**src/rtl/imem_pkg.sv**
```systemverilog
// Shared constants, response payload and sizing helpers for the instruction-fetch responder.
// The program image lives in rom_image(); it stands in for the hex file normally loaded at elaboration.
package imem_pkg;

  localparam logic [31:0] NOP_INSTR = 32'h0000_0013;
  localparam int unsigned ADDR_W    = 64;
  localparam int unsigned INSTR_W   = 32;

  typedef struct packed {
    logic [ADDR_W-1:0]  addr;
    logic [INSTR_W-1:0] instr;
    logic               err;
  } imem_resp_t;

  function automatic int unsigned idx_width(input int unsigned words);
    return $clog2(words);
  endfunction

  function automatic int unsigned cnt_width(input int unsigned depth);
    return $clog2(depth + 1);
  endfunction

  // Word i of the program image holds 0x11*(i+1): 0x11, 0x22, 0x33, 0x44, ...
  function automatic logic [31:0] rom_image(input logic [31:0] idx);
    return 32'h11 * (idx + 32'd1);
  endfunction

endpackage

```
**src/rtl/imem_resp_fifo.sv**
```systemverilog
// Response FIFO for the fetch responder: ring buffer with a registered copy of the head entry,
// synchronous clear, and an occupancy count.
module imem_resp_fifo
  import imem_pkg::*;
#(
  parameter  int unsigned DEPTH = 4,
  localparam int unsigned CW    = cnt_width(DEPTH)
) (
  input  logic          clk,
  input  logic          rst,
  input  logic          clear_i,
  input  logic          push_i,
  input  imem_resp_t    push_data_i,
  input  logic          pop_i,
  output imem_resp_t    head_o,
  output logic          head_valid_o,
  output logic [CW-1:0] count_o
);

  localparam int unsigned PW = (DEPTH > 1) ? $clog2(DEPTH) : 1;

  imem_resp_t    mem_q [DEPTH];
  logic [PW-1:0] rd_q, rd_d, wr_q, wr_d;
  logic [CW-1:0] cnt_q, cnt_d;
  imem_resp_t    head_q, head_d;
  logic          head_vld_q, head_vld_d;
  logic          do_push, do_pop;

  // Pointer/count update and next head value, so the outputs come straight from flops.
  always_comb begin
    rd_d       = rd_q;
    wr_d       = wr_q;
    cnt_d      = cnt_q;
    head_d     = '0;
    head_vld_d = 1'b0;
    do_push    = push_i & ~clear_i;
    do_pop     = pop_i & ~clear_i & (cnt_q != '0);
    if (clear_i) begin
      rd_d  = '0;
      wr_d  = '0;
      cnt_d = '0;
    end else begin
      if (do_push) wr_d = (wr_q == PW'(DEPTH - 1)) ? '0 : wr_q + PW'(1);
      if (do_pop)  rd_d = (rd_q == PW'(DEPTH - 1)) ? '0 : rd_q + PW'(1);
      cnt_d = cnt_q + CW'(do_push) - CW'(do_pop);
    end
    if (cnt_d != '0) begin
      head_vld_d = 1'b1;
      head_d     = (do_push && (wr_q == rd_d)) ? push_data_i : mem_q[rd_d];
    end
  end

  always_ff @(posedge clk or negedge rst) begin
    if (!rst) begin
      rd_q       <= '0;
      wr_q       <= '0;
      cnt_q      <= '0;
      head_q     <= '0;
      head_vld_q <= 1'b0;
      for (int i = 0; i < int'(DEPTH); i++) mem_q[i] <= '0;
    end else begin
      rd_q       <= rd_d;
      wr_q       <= wr_d;
      cnt_q      <= cnt_d;
      head_q     <= head_d;
      head_vld_q <= head_vld_d;
      if (do_push) mem_q[wr_q] <= push_data_i;
    end
  end

  assign head_o       = head_q;
  assign head_valid_o = head_vld_q;
  assign count_o      = cnt_q;

endmodule

```
**src/rtl/imem_fetch_responder.sv**
```systemverilog
// Instruction-fetch responder: fixed-latency ROM pipeline feeding a credit-limited response FIFO.
// Build option IMEM_ALIGN_CHECK_EN: misaligned PCs return NOP with resp_err set.
module imem_fetch_responder
  import imem_pkg::*;
#(
  parameter int unsigned MEM_WORDS  = 1024,
  parameter int unsigned LATENCY    = 2,
  parameter int unsigned FIFO_DEPTH = 4
) (
  input  logic        clk,
  input  logic        rst,
  input  logic        req_valid,
  output logic        req_ready,
  input  logic [63:0] req_addr,
  input  logic        flush,
  output logic        resp_valid,
  input  logic        resp_ready,
  output logic [31:0] resp_instr,
  output logic [63:0] resp_addr,
  output logic        resp_err
);

  localparam int unsigned IDX_W = idx_width(MEM_WORDS);
  localparam int unsigned CW    = cnt_width(FIFO_DEPTH);
  localparam int unsigned TW    = CW + 1;

  logic               accept, push, pop;
  logic [IDX_W-1:0]   idx;
  logic               oor, req_err;
  imem_resp_t         req_pl;
  logic [LATENCY-1:0] vld_q, vld_d;
  imem_resp_t         pl_q [LATENCY];
  imem_resp_t         pl_d [LATENCY];
  logic [CW-1:0]      fifo_cnt;
  imem_resp_t         head;
  logic               head_vld;
  logic [TW-1:0]      infl_d, fifo_nxt;
  logic               ready_q, ready_d;

  assign accept = req_valid & ready_q;
  assign push   = vld_q[LATENCY-1] & ~flush;
  assign pop    = head_vld & resp_ready & ~flush;

  // ROM lookup and fault decode for the incoming PC.
  always_comb begin
    idx = req_addr[IDX_W+1:2];
    oor = |req_addr[63:IDX_W+2];
`ifdef IMEM_ALIGN_CHECK_EN
    req_err = oor | (|req_addr[1:0]);
`else
    req_err = oor;
`endif
    req_pl.addr  = req_addr;
    req_pl.err   = req_err;
    req_pl.instr = req_err ? NOP_INSTR : rom_image(32'(idx));
  end

  // Latency pipeline and credit count; a flush keeps only the request accepted alongside it.
  always_comb begin
    vld_d    = '0;
    pl_d     = pl_q;
    vld_d[0] = accept;
    pl_d[0]  = req_pl;
    for (int i = 1; i < int'(LATENCY); i++) begin
      vld_d[i] = vld_q[i-1] & ~flush;
      pl_d[i]  = pl_q[i-1];
    end
    infl_d = '0;
    for (int i = 0; i < int'(LATENCY); i++) infl_d = infl_d + TW'(vld_d[i]);
    fifo_nxt = flush ? '0 : TW'(fifo_cnt) + TW'(push) - TW'(pop);
    ready_d  = (infl_d + fifo_nxt) < TW'(FIFO_DEPTH);
  end

  always_ff @(posedge clk or negedge rst) begin
    if (!rst) begin
      vld_q   <= '0;
      ready_q <= 1'b0;
      for (int i = 0; i < int'(LATENCY); i++) pl_q[i] <= '0;
    end else begin
      vld_q   <= vld_d;
      ready_q <= ready_d;
      for (int i = 0; i < int'(LATENCY); i++) pl_q[i] <= pl_d[i];
    end
  end

  imem_resp_fifo #(.DEPTH(FIFO_DEPTH)) u_fifo (
    .clk          (clk),
    .rst          (rst),
    .clear_i      (flush),
    .push_i       (push),
    .push_data_i  (pl_q[LATENCY-1]),
    .pop_i        (pop),
    .head_o       (head),
    .head_valid_o (head_vld),
    .count_o      (fifo_cnt)
  );

  assign req_ready  = ready_q;
  assign resp_valid = head_vld;
  assign resp_instr = head.instr;
  assign resp_addr  = head.addr;
  assign resp_err   = head.err;

endmodule

```
**config.mk**
```make
export PLATFORM = sky130hd
export DESIGN_NAME = imem_fetch_responder
export DESIGN_NICKNAME = d
export VERILOG_FILES = /design/src/rtl/imem_pkg.sv /design/src/rtl/imem_resp_fifo.sv /design/src/rtl/imem_fetch_responder.sv
export SDC_FILE = /design/constraint.sdc
export NUM_CORES = 1
export LEC_CHECK = 0
export CAP_MARGIN = 20
export CORE_ASPECT_RATIO = 0.5
export CORE_MARGIN = 5
export CORE_UTILIZATION = 55
export CTS_CLUSTER_SIZE = 28
export DETAILED_ROUTE_END_ITERATION = 12
export GPL_ROUTABILITY_DRIVEN = 0
export PLACE_DENSITY = 0.75
export SYNTH_ARGS = -nofsm -noshare
export SYNTH_HDL_FRONTEND = slang
export SYNTH_SLANG_ARGS = --single-unit
```
**constraint.sdc**
```tcl
create_clock -name clk -period 3.6 [get_ports clk]
set_input_delay 0.9 -clock clk [delete_from_list [all_inputs] [get_ports clk]]
set_output_delay 0.9 -clock clk [all_outputs]
set_load 0.01 [all_outputs]
```
==> run summary, run 1 <==
achievable clock frequency: 290 MHz
CTS Root Cell: clkbuf_16
Worst-path clk slew: 70 ps
most frequent cells in the layout: dfrtp_1, mux2_2, nand2_1, a21oi_1, clkdlybuf4s50_1
Slew headroom: 0.558
# fillers: 2807
antenna violations before repair: 0
Max-Cap Viols: 0
crit path max-delay cell type: clkdlybuf4s50_1
drt drc: 0
Pwr Density: 585 nW/um^2
CP top delay family: adder cells
I/O pin cnt: 168
first-pass iteration count of the detailed router: 5
Fin Clk Skew: 13.0 ps
Least-Margin Pin Slew: 663 ps
port bufs: 151
vias: 14012
Fin Setup TNS: 0 ps
CTS tree: done
Cell variety after synth: 41
DRT iter0 DRCs: 852
Initial Util: 0.563
diodes inserted: 0
share of layout cells above drive strength 1: 0.272
clock sinks: 578
Inserted Clock Buffers: 50
worst r2r path cells: 13
Hold-fix buffers, CTS: 0
core area: 40800 sq um
VDD IR max: 0.402 mV
Final Util: 0.679
clock tree buffer depth: 3
largest net degree at the start of global routing: 104
Yosys top cell area share: 0.630
crit path kind: in -> reg
Area Overhead vs Synth: 20.8%
post-layout min period: 3440 ps
# setup viols final: 0
Worst EP arrival: 3930 ps
Worst Path Buf+Inv: 2
Final Hold Fails: 0
sequential fraction of the synthesis area: 0.630
Synth area leaders: dfrtp_1, mux2_2, a21oi_1
P_leak: 12.9 nW
reg2reg start: u_fifo.count_o[1]
Tcrit/Tclk final: 0.956
post-route ant nets: 0
Die Height: 154 microns
routed wire length: 48800 microns
Critical Path Max Stage Delay: 500 ps
syn avg cell area: 13.6 sq um
worst min path class: in -> async
Worst Path Required: 4080 ps
cell count after synthesis: 1684
Mapped Area: 23000 sq um
flop-to-flop setup slack: 720 ps
Avg WL per Cell: 19.8 microns
vias per inst: 5.69
RSZ-0062 raised after global routing: false
Yosys reg bits: 578
CTS HTree Levels: 2
Net count, final: 1975
Die W: 299 microns
Critical Path Start Type: input port
Ys Warns: 0
first-pass GRT wire length: 80800 microns
most common cell after layout, fill and taps aside: dfrtp_1
largest area contributor in the netlist: dfrtp_1
Hold WS: 324 ps
CP endpoint kind: flop
Worst-Skew Late Latency: 560 ps
Post-CTS Setup Bufs: 0
hpwl dp: 30300 microns
Die Area: 46200 sq um
max-slew violation count: 0
FP Rows: 52
GR Util All Layers: 0.214
FF-to-FF End: u_fifo.head_o[88]
worst-path fanout max: 3
number of global-route vias before repair: 15002
CP cell instances: clkdlybuf4s50_1 > and3_1 > nand2_1 > xnor2_1 > inv_1 > ha_1 > ha_1 > fa_1 > a211oi_2 > o21bai_1 > a21oi_2 > maj3_1 > nor3_1 > nor3_1
gr ovfl total: 0
status: finished, final reports clean
==> cells in the mapped netlist <==
cell type / instances
a211oi_1: 4
a211oi_4: 1
a21boi_1: 1
a21o_1: 3
a21oi_1: 167
a221o_1: 81
a221oi_1: 1
and2_1: 6
and3_1: 3
buf_1: 1
buf_2: 25
buf_4: 19
buf_6: 1
clkbuf_1: 74
conb_1: 1
dfrtp_1: 578
fa_1: 3
ha_1: 22
inv_1: 18
inv_2: 2
maj3_1: 2
mux2_2: 324
mux2i_1: 83
nand2_1: 172
nand3_1: 5
nand3b_4: 1
nand4_1: 3
nor2_1: 18
nor2b_1: 6
nor3_1: 9
nor4_1: 14
o211ai_1: 3
o21a_1: 3
o21ai_0: 6
o21bai_1: 1
or2_2: 1
or3_1: 1
or4_1: 1
or4b_1: 1
xnor2_1: 11
xor2_1: 8
==> registers in the layout, summed over array words and instances, names as in the netlist <==
name	cells
u_fifo.head_o	81
vld_q	2
req_ready	1
pl_q	81
u_fifo.wr_q	2
u_fifo.rd_q	2
u_fifo.head_valid_o	1
pl_d	81
u_fifo.mem_q	324
u_fifo.count_o	3
==> report_power, final <==
group / internal, mW / total (mW) / switching (mW)
combinational: 1.47 / 2.53 / 1.06
sequential: 7.43 / 7.92 / 0.492
clock: 3.42 / 5.75 / 2.33
total: 12.3 / 16.2 / 3.88
==> kinds of logic after synthesis <==
family	Yosys count	synth area share
adders and majority gates	27	0.0155
DFF	578	0.630
muxes	407	0.195
buffers and inverters	140	0.0277
and+or+nand+nor	241	0.0450
AOI/OAI and AO/OA	271	0.0792
xor gates and xnor gates	19	0.00725
other	1	0.000163
==> what timing repair did <==
action                                  in CTS  in global routing
resized for setup                            0                  3
endpoints found under the hold margin        0                  0
endpoints found under the setup margin       0                  3
==> area by class of cell <==
class	count	area, sq um	area share
Sequential cell	578	14500	0.522
Multi-Input combinational cell	982	7970	0.288
Timing Repair Buffer	249	2730	0.0984
Clock buffer	75	1560	0.0562
Tap cell	540	676	0.0244
Clock inverter	17	239	0.00862
Inverter	20	80.1	0.00289
==> stage by stage <==
| stage | setup slack (ps) | instance area (sq um) | power (mW) | std cells |
|---|---|---|---|---|
| global placement | -407 | 25900 | 10.4 | 2369 |
| CTS | 115 | 27700 | 16.3 | 2461 |
| floorplan | 167 | 23000 | 9.51 | 1700 |
| global route | 20.8 | 27700 | 17.0 | 2461 |
| detailed placement | -478 | 25900 | 10.6 | 2369 |
| finish | 158 | 27700 | 16.2 | 2461 |
==> layer usage <==
layer | part of all wire | global-route usage
met1 | 0.43 | 0.289
met2 | 0.51 | 0.372
met4 | 0.020 | 0.0550
met5 | 0 | 0
met3 | 0.034 | 0.0317
==> how the worst max path moves through the flow <==
stage | startpoint | end | slack (ps) | cells after the start
floorplan | req_addr[5] | pl_d[14] | 170 | 13
global placement | req_addr[2] | pl_d[14] | -410 | 14
detailed placement | req_addr[3] | pl_d[14] | -480 | 14
CTS | req_addr[2] | pl_d[14] | 120 | 14
global route | req_addr[4] | pl_d[14] | 20 | 14
finish | req_addr[2] | pl_d[14] | 160 | 14
No activity file was read; power rests on OpenSTA's default activity.
==> inputs of run 2 (changes only) <==
--- a/config.mk
+++ b/config.mk
@@ -5,6 +5,7 @@
 export SDC_FILE = /design/constraint.sdc
 export NUM_CORES = 1
 export LEC_CHECK = 0
+export ABC_CLOCK_PERIOD_IN_PS = 3600
 export CAP_MARGIN = 20
 export CORE_ASPECT_RATIO = 0.5
 export CORE_MARGIN = 5
@@ -12,7 +13,9 @@
 export CTS_CLUSTER_SIZE = 28
 export DETAILED_ROUTE_END_ITERATION = 12
 export GPL_ROUTABILITY_DRIVEN = 0
+export GPL_TIMING_DRIVEN = 1
 export PLACE_DENSITY = 0.75
+export SKIP_CTS_REPAIR_TIMING = 1
 export SYNTH_ARGS = -nofsm -noshare
 export SYNTH_HDL_FRONTEND = slang
 export SYNTH_SLANG_ARGS = --single-unit
==> results of run 2 <==
Final layout, timing and power as in run 1 (identical DEF).
